==> config.mk <==
export PLATFORM = sky130hd
export DESIGN_NAME = display_scan_ctrl
export DESIGN_NICKNAME = d
export VERILOG_FILES = /design/src/rtl/display_scan_ctrl.sv
export SDC_FILE = /design/constraint.sdc
export NUM_CORES = 1
export LEC_CHECK = 0
export ABC_AREA = 1
export CAP_MARGIN = 0
export CORE_MARGIN = 2
export CORE_UTILIZATION = 40
export DETAILED_ROUTE_END_ITERATION = 16
export SLEW_MARGIN = 10
export SYNTH_ARGS = -nofsm -noshare
export SYNTH_HDL_FRONTEND = slang
export SYNTH_SLANG_ARGS = --single-unit
==> constraint.sdc <==
create_clock -name clk -period 2.27 [get_ports clk]
set_clock_uncertainty 0.1 [all_clocks]
set_input_delay 0.3405 -clock clk [delete_from_list [all_inputs] [get_ports clk]]
set_output_delay 0.3405 -clock clk [all_outputs]
set_load 0.01 [all_outputs]
==> src/rtl/display_scan_ctrl.sv <==
// Refresh prescaler, digit scan index and double-buffered display register bank.
// Loads land in a shadow bank and reach the active bank only at a frame boundary.
module display_scan_ctrl #(
    parameter int DIV_WIDTH = 17
) (
    input  logic        clk,
    input  logic        rst,
    input  logic        load,
    input  logic [15:0] hex_in,
    input  logic [3:0]  point_in,
    input  logic [3:0]  le_in,
    input  logic        lzb_en,
    output logic [1:0]  scan,
    output logic [15:0] hexin_q,
    output logic [3:0]  pointin_q,
    output logic [3:0]  lein_q,
    output logic        pending,
    output logic        frame_tick
);

    localparam logic [DIV_WIDTH-1:0] DIV_ONE = {{(DIV_WIDTH-1){1'b0}}, 1'b1};

    logic [DIV_WIDTH-1:0] div_cnt_q, div_cnt_d;
    logic [1:0]           scan_q, scan_d;
    logic [15:0]          hexin_d;
    logic [3:0]           pointin_d, lein_d;
    logic [15:0]          sh_hex_q, sh_hex_d;
    logic [3:0]           sh_point_q, sh_point_d;
    logic [3:0]           sh_le_q, sh_le_d;
    logic                 sh_lzb_q, sh_lzb_d;
    logic                 pending_q, pending_d;
    logic                 frame_tick_q, frame_tick_d;

    logic                 step;
    logic                 boundary;
    logic                 zero3, zero2, zero1;
    logic [3:0]           lzm;

    assign step     = &div_cnt_q;
    assign boundary = step && (scan_q == 2'd3);

    // Blanking runs from the top digit down and stops at the first non-zero nibble.
    assign zero3 = sh_lzb_q && (sh_hex_q[15:12] == 4'h0);
    assign zero2 = zero3 && (sh_hex_q[11:8] == 4'h0);
    assign zero1 = zero2 && (sh_hex_q[7:4] == 4'h0);
    assign lzm   = {zero3, zero2, zero1, 1'b0};

    always_comb begin
        div_cnt_d    = div_cnt_q + DIV_ONE;
        scan_d       = scan_q;
        frame_tick_d = boundary;
        hexin_d      = hexin_q;
        pointin_d    = pointin_q;
        lein_d       = lein_q;
        sh_hex_d     = sh_hex_q;
        sh_point_d   = sh_point_q;
        sh_le_d      = sh_le_q;
        sh_lzb_d     = sh_lzb_q;
        pending_d    = pending_q;

        if (step) begin
            scan_d = scan_q + 2'd1;
        end

        if (boundary && pending_q) begin
            hexin_d   = sh_hex_q;
            pointin_d = sh_point_q;
            lein_d    = sh_le_q | lzm;
            pending_d = 1'b0;
        end

        // A load on the boundary cycle wins over the clear so the new data stays pending.
        if (load) begin
            sh_hex_d   = hex_in;
            sh_point_d = point_in;
            sh_le_d    = le_in;
            sh_lzb_d   = lzb_en;
            pending_d  = 1'b1;
        end
    end

    always_ff @(posedge clk) begin
        if (rst) begin
            div_cnt_q    <= '0;
            scan_q       <= '0;
            frame_tick_q <= 1'b0;
            hexin_q      <= '0;
            pointin_q    <= '0;
            lein_q       <= '0;
            sh_hex_q     <= '0;
            sh_point_q   <= '0;
            sh_le_q      <= '0;
            sh_lzb_q     <= 1'b0;
            pending_q    <= 1'b0;
        end else begin
            div_cnt_q    <= div_cnt_d;
            scan_q       <= scan_d;
            frame_tick_q <= frame_tick_d;
            hexin_q      <= hexin_d;
            pointin_q    <= pointin_d;
            lein_q       <= lein_d;
            sh_hex_q     <= sh_hex_d;
            sh_point_q   <= sh_point_d;
            sh_le_q      <= sh_le_d;
            sh_lzb_q     <= sh_lzb_d;
            pending_q    <= pending_d;
        end
    end

    assign scan       = scan_q;
    assign pending    = pending_q;
    assign frame_tick = frame_tick_q;

endmodule

* After elaboration in Yosys (flattened, before gate mapping) *
Cells that the tools add are included.

storage, ports and cells
  flip-flop bits (word level) = 70
  memory bits (writable) = 0
  memories kept = 0
  logic and storage cells = 27
  output and inout bits = 28
  memory bits (read-only) = 0
  bits in latches = 0
  input port bits = 28

operators by class
  mux-type cells = 2
  divide/modulo/power cells = 0
  eq/ne operators = 1
  bitwise operators = 1
  magnitude comparators = 0
  $add $sub $neg = 2
  reductions and logical operators = 10
  multiply operators = 0
  shifts and indexed selects = 0

operators by type and width
  kind                   count
  $add 17x1->17 const B  1
  $reduce_and 17->1      1
  $logic_not 4->1        3
  $logic_and 1x1->1      5
  $or 4x4->4             1
  $add 2x1->2 const B    1
  $eq 2x2->1 const B     1
  $mux 1                 2
  $reduce_bool 2->1      1

* Logic depth before layout (Yosys ltp) *
  depth after elaboration = 5
  depth in mapped cells = 11
  gate-level depth less buffers = 10

* Worst setup path before layout *
OpenSTA, ideal clock, no wires.

  path kind = reg2reg
  start = register div_cnt_q[0]
  end = register hexin_q[12]
  period minus slack after synthesis = 2.073 ns
  arrival time = 1.907 ns
  setup time = 0.066 ns
  required time = 2.104 ns
  path slack = 0.197 ns
  cell stages (with the launch flop) = 12
  buffers on the path = 1
  cell sequence = dfxtp_1 ha_1 nand2_1 nor2_1 nand3_1 nor3_1 ha_1 nand3_4 inv_6 buf_12 o21ai_1 a21oi_2

on the way
  longest elaborated chain between the ends = 3

RTL lines
  item                    RTL line  text
  start, declared         23        logic [DIV_WIDTH-1:0] div_cnt_q, div_cnt_d;
  start signal, assigned  96        div_cnt_q <= div_cnt_d;
  $reduce_and 17->1       39        assign step = &div_cnt_q;
  named net step          34        logic step;
  $logic_and 1x1->1       40        assign boundary = step && (scan_q == 2'd3);
  $logic_and 1x1->1       65        if (boundary && pending_q) begin
  end signal, assigned    99        hexin_q <= hexin_d;
  end, declared           14        output logic [15:0] hexin_q,

The timed path passes the listed nets, and every way through them passes these cells.
A chain may end at the register's enable or synchronous reset.

* Final worst setup path *
  start = register div_cnt_q[0]
  end = register lein_q[1]

on the way
  longest elaborated chain between the ends = 3

RTL lines
  item                  RTL line  text
  $reduce_and 17->1     39
  named net step        34
  $logic_and 1x1->1     40
  $logic_and 1x1->1     65
  end signal, assigned  101       lein_q <= lein_d;
  end, declared         16        output logic [3:0] lein_q,

The timed path passes the listed nets, and every way through them passes these cells.

==> qor.yml <==
outcome:
  status: "finished, final reports clean"
routing:
  ant_nets: 0
  wl_met1_mm: 2.68
  vias: 2336
  drtIter0Drc: 71
  viasPerCell: 4.61
  drcViolationCount: 0
  wl_per_cell_um: 11.9
  top_layer: "met4"
  met2_length_mm: 3.01
  finalWirelength_mm: 6.02
  first_pass_iters: 4
  met3RoutedLength_um: 264
synthesis:
  synth_fp_nets: 379
  yosys.area.top_type: "dfxtp_1"
  yosys-top-cells-area: "dfxtp_1 50%, nor2_1 8.8%, a21oi_2 6.8%"
  syn_area_per_cell_um2: 8.11
  ys_ff_latch: 70
  synth-simple-area-share: 0.225
  synth.distinct_cells: 24
  synth_top_family_by_area: "simple AND/OR/NAND/NOR gates"
  netlist_area_mm2: 0.00282
  synth_compound_area_frac: 0.179
  synthXorXnorAreaFrac: 0.00310
  synth-warning-count: 0
  ys_seq_area_frac: 0.496
  synth_mux_area_frac: 0
  syn_inst: 348
  synth_fa_ha_area_frac: 0.0133
  synth_top_area_frac: 0.496
worst_setup_path:
  rr_worst_depth: 10
  setup.worst_path.end_class: "flip-flop"
  endpoint: "lein_q[1]"
  r2r_setup_slack_ns: 0.19
  r2r_end: "lein_q[1]"
  cp-startpoint: "div_cnt_q[0]"
  timing.rr.start: "div_cnt_q[0]"
  critPathMaxFanout: 16
  start_kind: "flip-flop"
  worstPathRequired_ns: 2.41
  arrival_ns: 2.22
  crit_type: "flip-flop to flip-flop"
final_layout:
  drive_gt1_frac: 0.158
  layout-area-overhead-vs-synth_pct: 29.5
  fill_cells: 687
  multiInputGateArea_mm2: 0.00120
  regArea_mm2: 0.00140
  fin_nets: 437
  antenna-diode-count: 0
hold_path:
  min_path_type: "flip-flop to flip-flop"
clock_network:
  cts_buffers: 9
  cts_tree: "done"
  clock_sinks: 70
  clk_pin_slew_ns: 0.08
  cts.path.max_buffers: 2
  h-tree-depth: 3
  worst_skew_pair.late_latency_ns: 0.34
  holdBufCountCts: 0
  cts_setup_buffers: 0
  cts_root_buffer: "clkbuf_8"
placement:
  placement.io_buffers: 55
  place_congestion: 0.784
  hpwl_mm: 4.09
global_routing:
  grt_pass1_vias: 2197
  grt_usage: 0.168
  antenna_found_initial: 0
  overflow: 0
  grt_pass1_wl_mm: 9.96
  grt_max_degree: 33
floorplan:
  boundaryPins: 56
  fp.dieH_um: 88.0
  start_util: 0.413
  dieArea_mm2: 0.00775
  die_w_um: 88.0
  core-area_mm2: 0.00683
  rows: 30
power_and_ir_drop:
  power_density_mw_per_mm2: 655
  ir_drop_v: 0.000418
  p_leak_nw: 1.36
sta:
  slew_violations: 0
  min_period_ns: 2.08
  rsz0062_at_grt: "no"
  final.period_utilization: 0.918
  relSlewSlack: 0.745
  fin_hold_ws_ns: 0.357
  fmax_mhz: 480
  setup_tns_ns: 0
  hold_viol_final: 0
  tightest_slew_ns: 0.382
  report.final.setup_viol: 0
flow_run:
  drv_cap: 0
## worst min-delay path by stage
stage	from	end	cells past startpoint
finish	sh_point_q[1]	pointin_q[1]	2
global route	sh_le_q[0]	lein_q[0]	2
CTS	sh_le_q[0]	lein_q[0]	2
detailed placement	sh_hex_q[1]	hexin_q[1]	2
global placement	div_cnt_q[0]	div_cnt_q[0]	1
floorplan	div_cnt_q[0]	div_cnt_q[0]	1
## power breakdown
group / internal [mW] / switching (mW) / total [mW]
logic: 0.0801 / 0.0812 / 0.161
registers: 1.26 / 0.0222 / 1.29
clock network: 0.505 / 0.443 / 0.948
## layout make-up
type,instances,area share
clock inverters,4,0.0130
multi-input cells,233,0.328
flip-flops and latches,70,0.383
well taps,96,0.0328
repair buffers,62,0.172
clock buffers,12,0.0369
inverters,30,0.0342
## routing by layer
metal	track usage	vias to the layer above
met5	0	-
met4	0.0455	0
met3	0.0603	5
met2	0.296	40
met1	0.194	1058
li1	-	1233
## critical path, stage by stage (launching register included)
cell and delay [ns]:
dfxtp_1 0.37, ha_1 0.20, nand2_2 0.11, nor2_4 0.15, nand3_1 0.10, nor3_1 0.17
ha_2 0.24, nand3_4 0.11, buf_4 0.22, nor2_1 0.13, a21oi_2 0.07
## sequential cells by signal, indices dropped and copies added, names as in the netlist, 2 cells and up
| name | flops |
|---|---|
| div_cnt_q | 17 |
| hexin_q | 16 |
| lein_q | 4 |
| pointin_q | 4 |
| scan | 2 |
| sh_hex_q | 16 |
| sh_le_q | 4 |
| sh_point_q | 4 |
## cell usage after synthesis, drive strengths merged
cell / count
nor3: 6
nand4: 2
nand3: 10
clkbuf: 2
buf: 13
inv: 30
o21a: 1
nor3b: 2
o21ai: 41
ha: 3
nand2: 61
dfxtp: 70
nor2: 66
a21oi: 40
xnor2: 1
## cells in the final DEF (no fill, tap or decap), drive strengths merged, types with 2 or more instances in the layout
cell type / instances
dfxtp: 70
buf: 7
inv: 29
nand2: 61
nand4: 2
nor3b: 2
ha: 3
nor3: 6
o21ai: 41
a21oi: 40
clkbuf: 12
clkdlybuf4s50: 55
nand3: 10
nor2: 66
clkinv: 3
## what timing repair did
| action | 4_1_cts | 5_1_grt |
|---|---|---|
| setup endpoints to repair | 0 | 24 |
| gates resized for setup | 0 | 6 |
| endpoints found under the hold margin | 0 | 0 |
## logic make-up (layout without fill, tap and decap cells)
logic type | Yosys count | count (layout)
XOR/XNOR | 1 | 1
adder cells (fa/ha/maj) | 3 | 3
AND/OR/NAND/NOR | 147 | 147
buffers and inverters | 45 | 108
AO/OA/AOI/OAI | 82 | 82
flip-flops | 70 | 70
## through the flow
stage          worst slack (ns)  total power, mW  utilization  instance area [um2]  std cells
3_3_place_gp              0.104             1.48        0.506                 3450        491
2_1_floorplan             0.197             1.39            -                 2820        348
4_1_cts                  0.0227             2.43        0.532                 3640        507
5_1_grt                 0.00886             2.51        0.535                 3660        507
6_report                  0.186             2.40        0.535                 3660        507
3_5_place_dp             0.0340             1.48        0.506                 3450        491
Note: power is estimated with default switching activity, not from simulation.
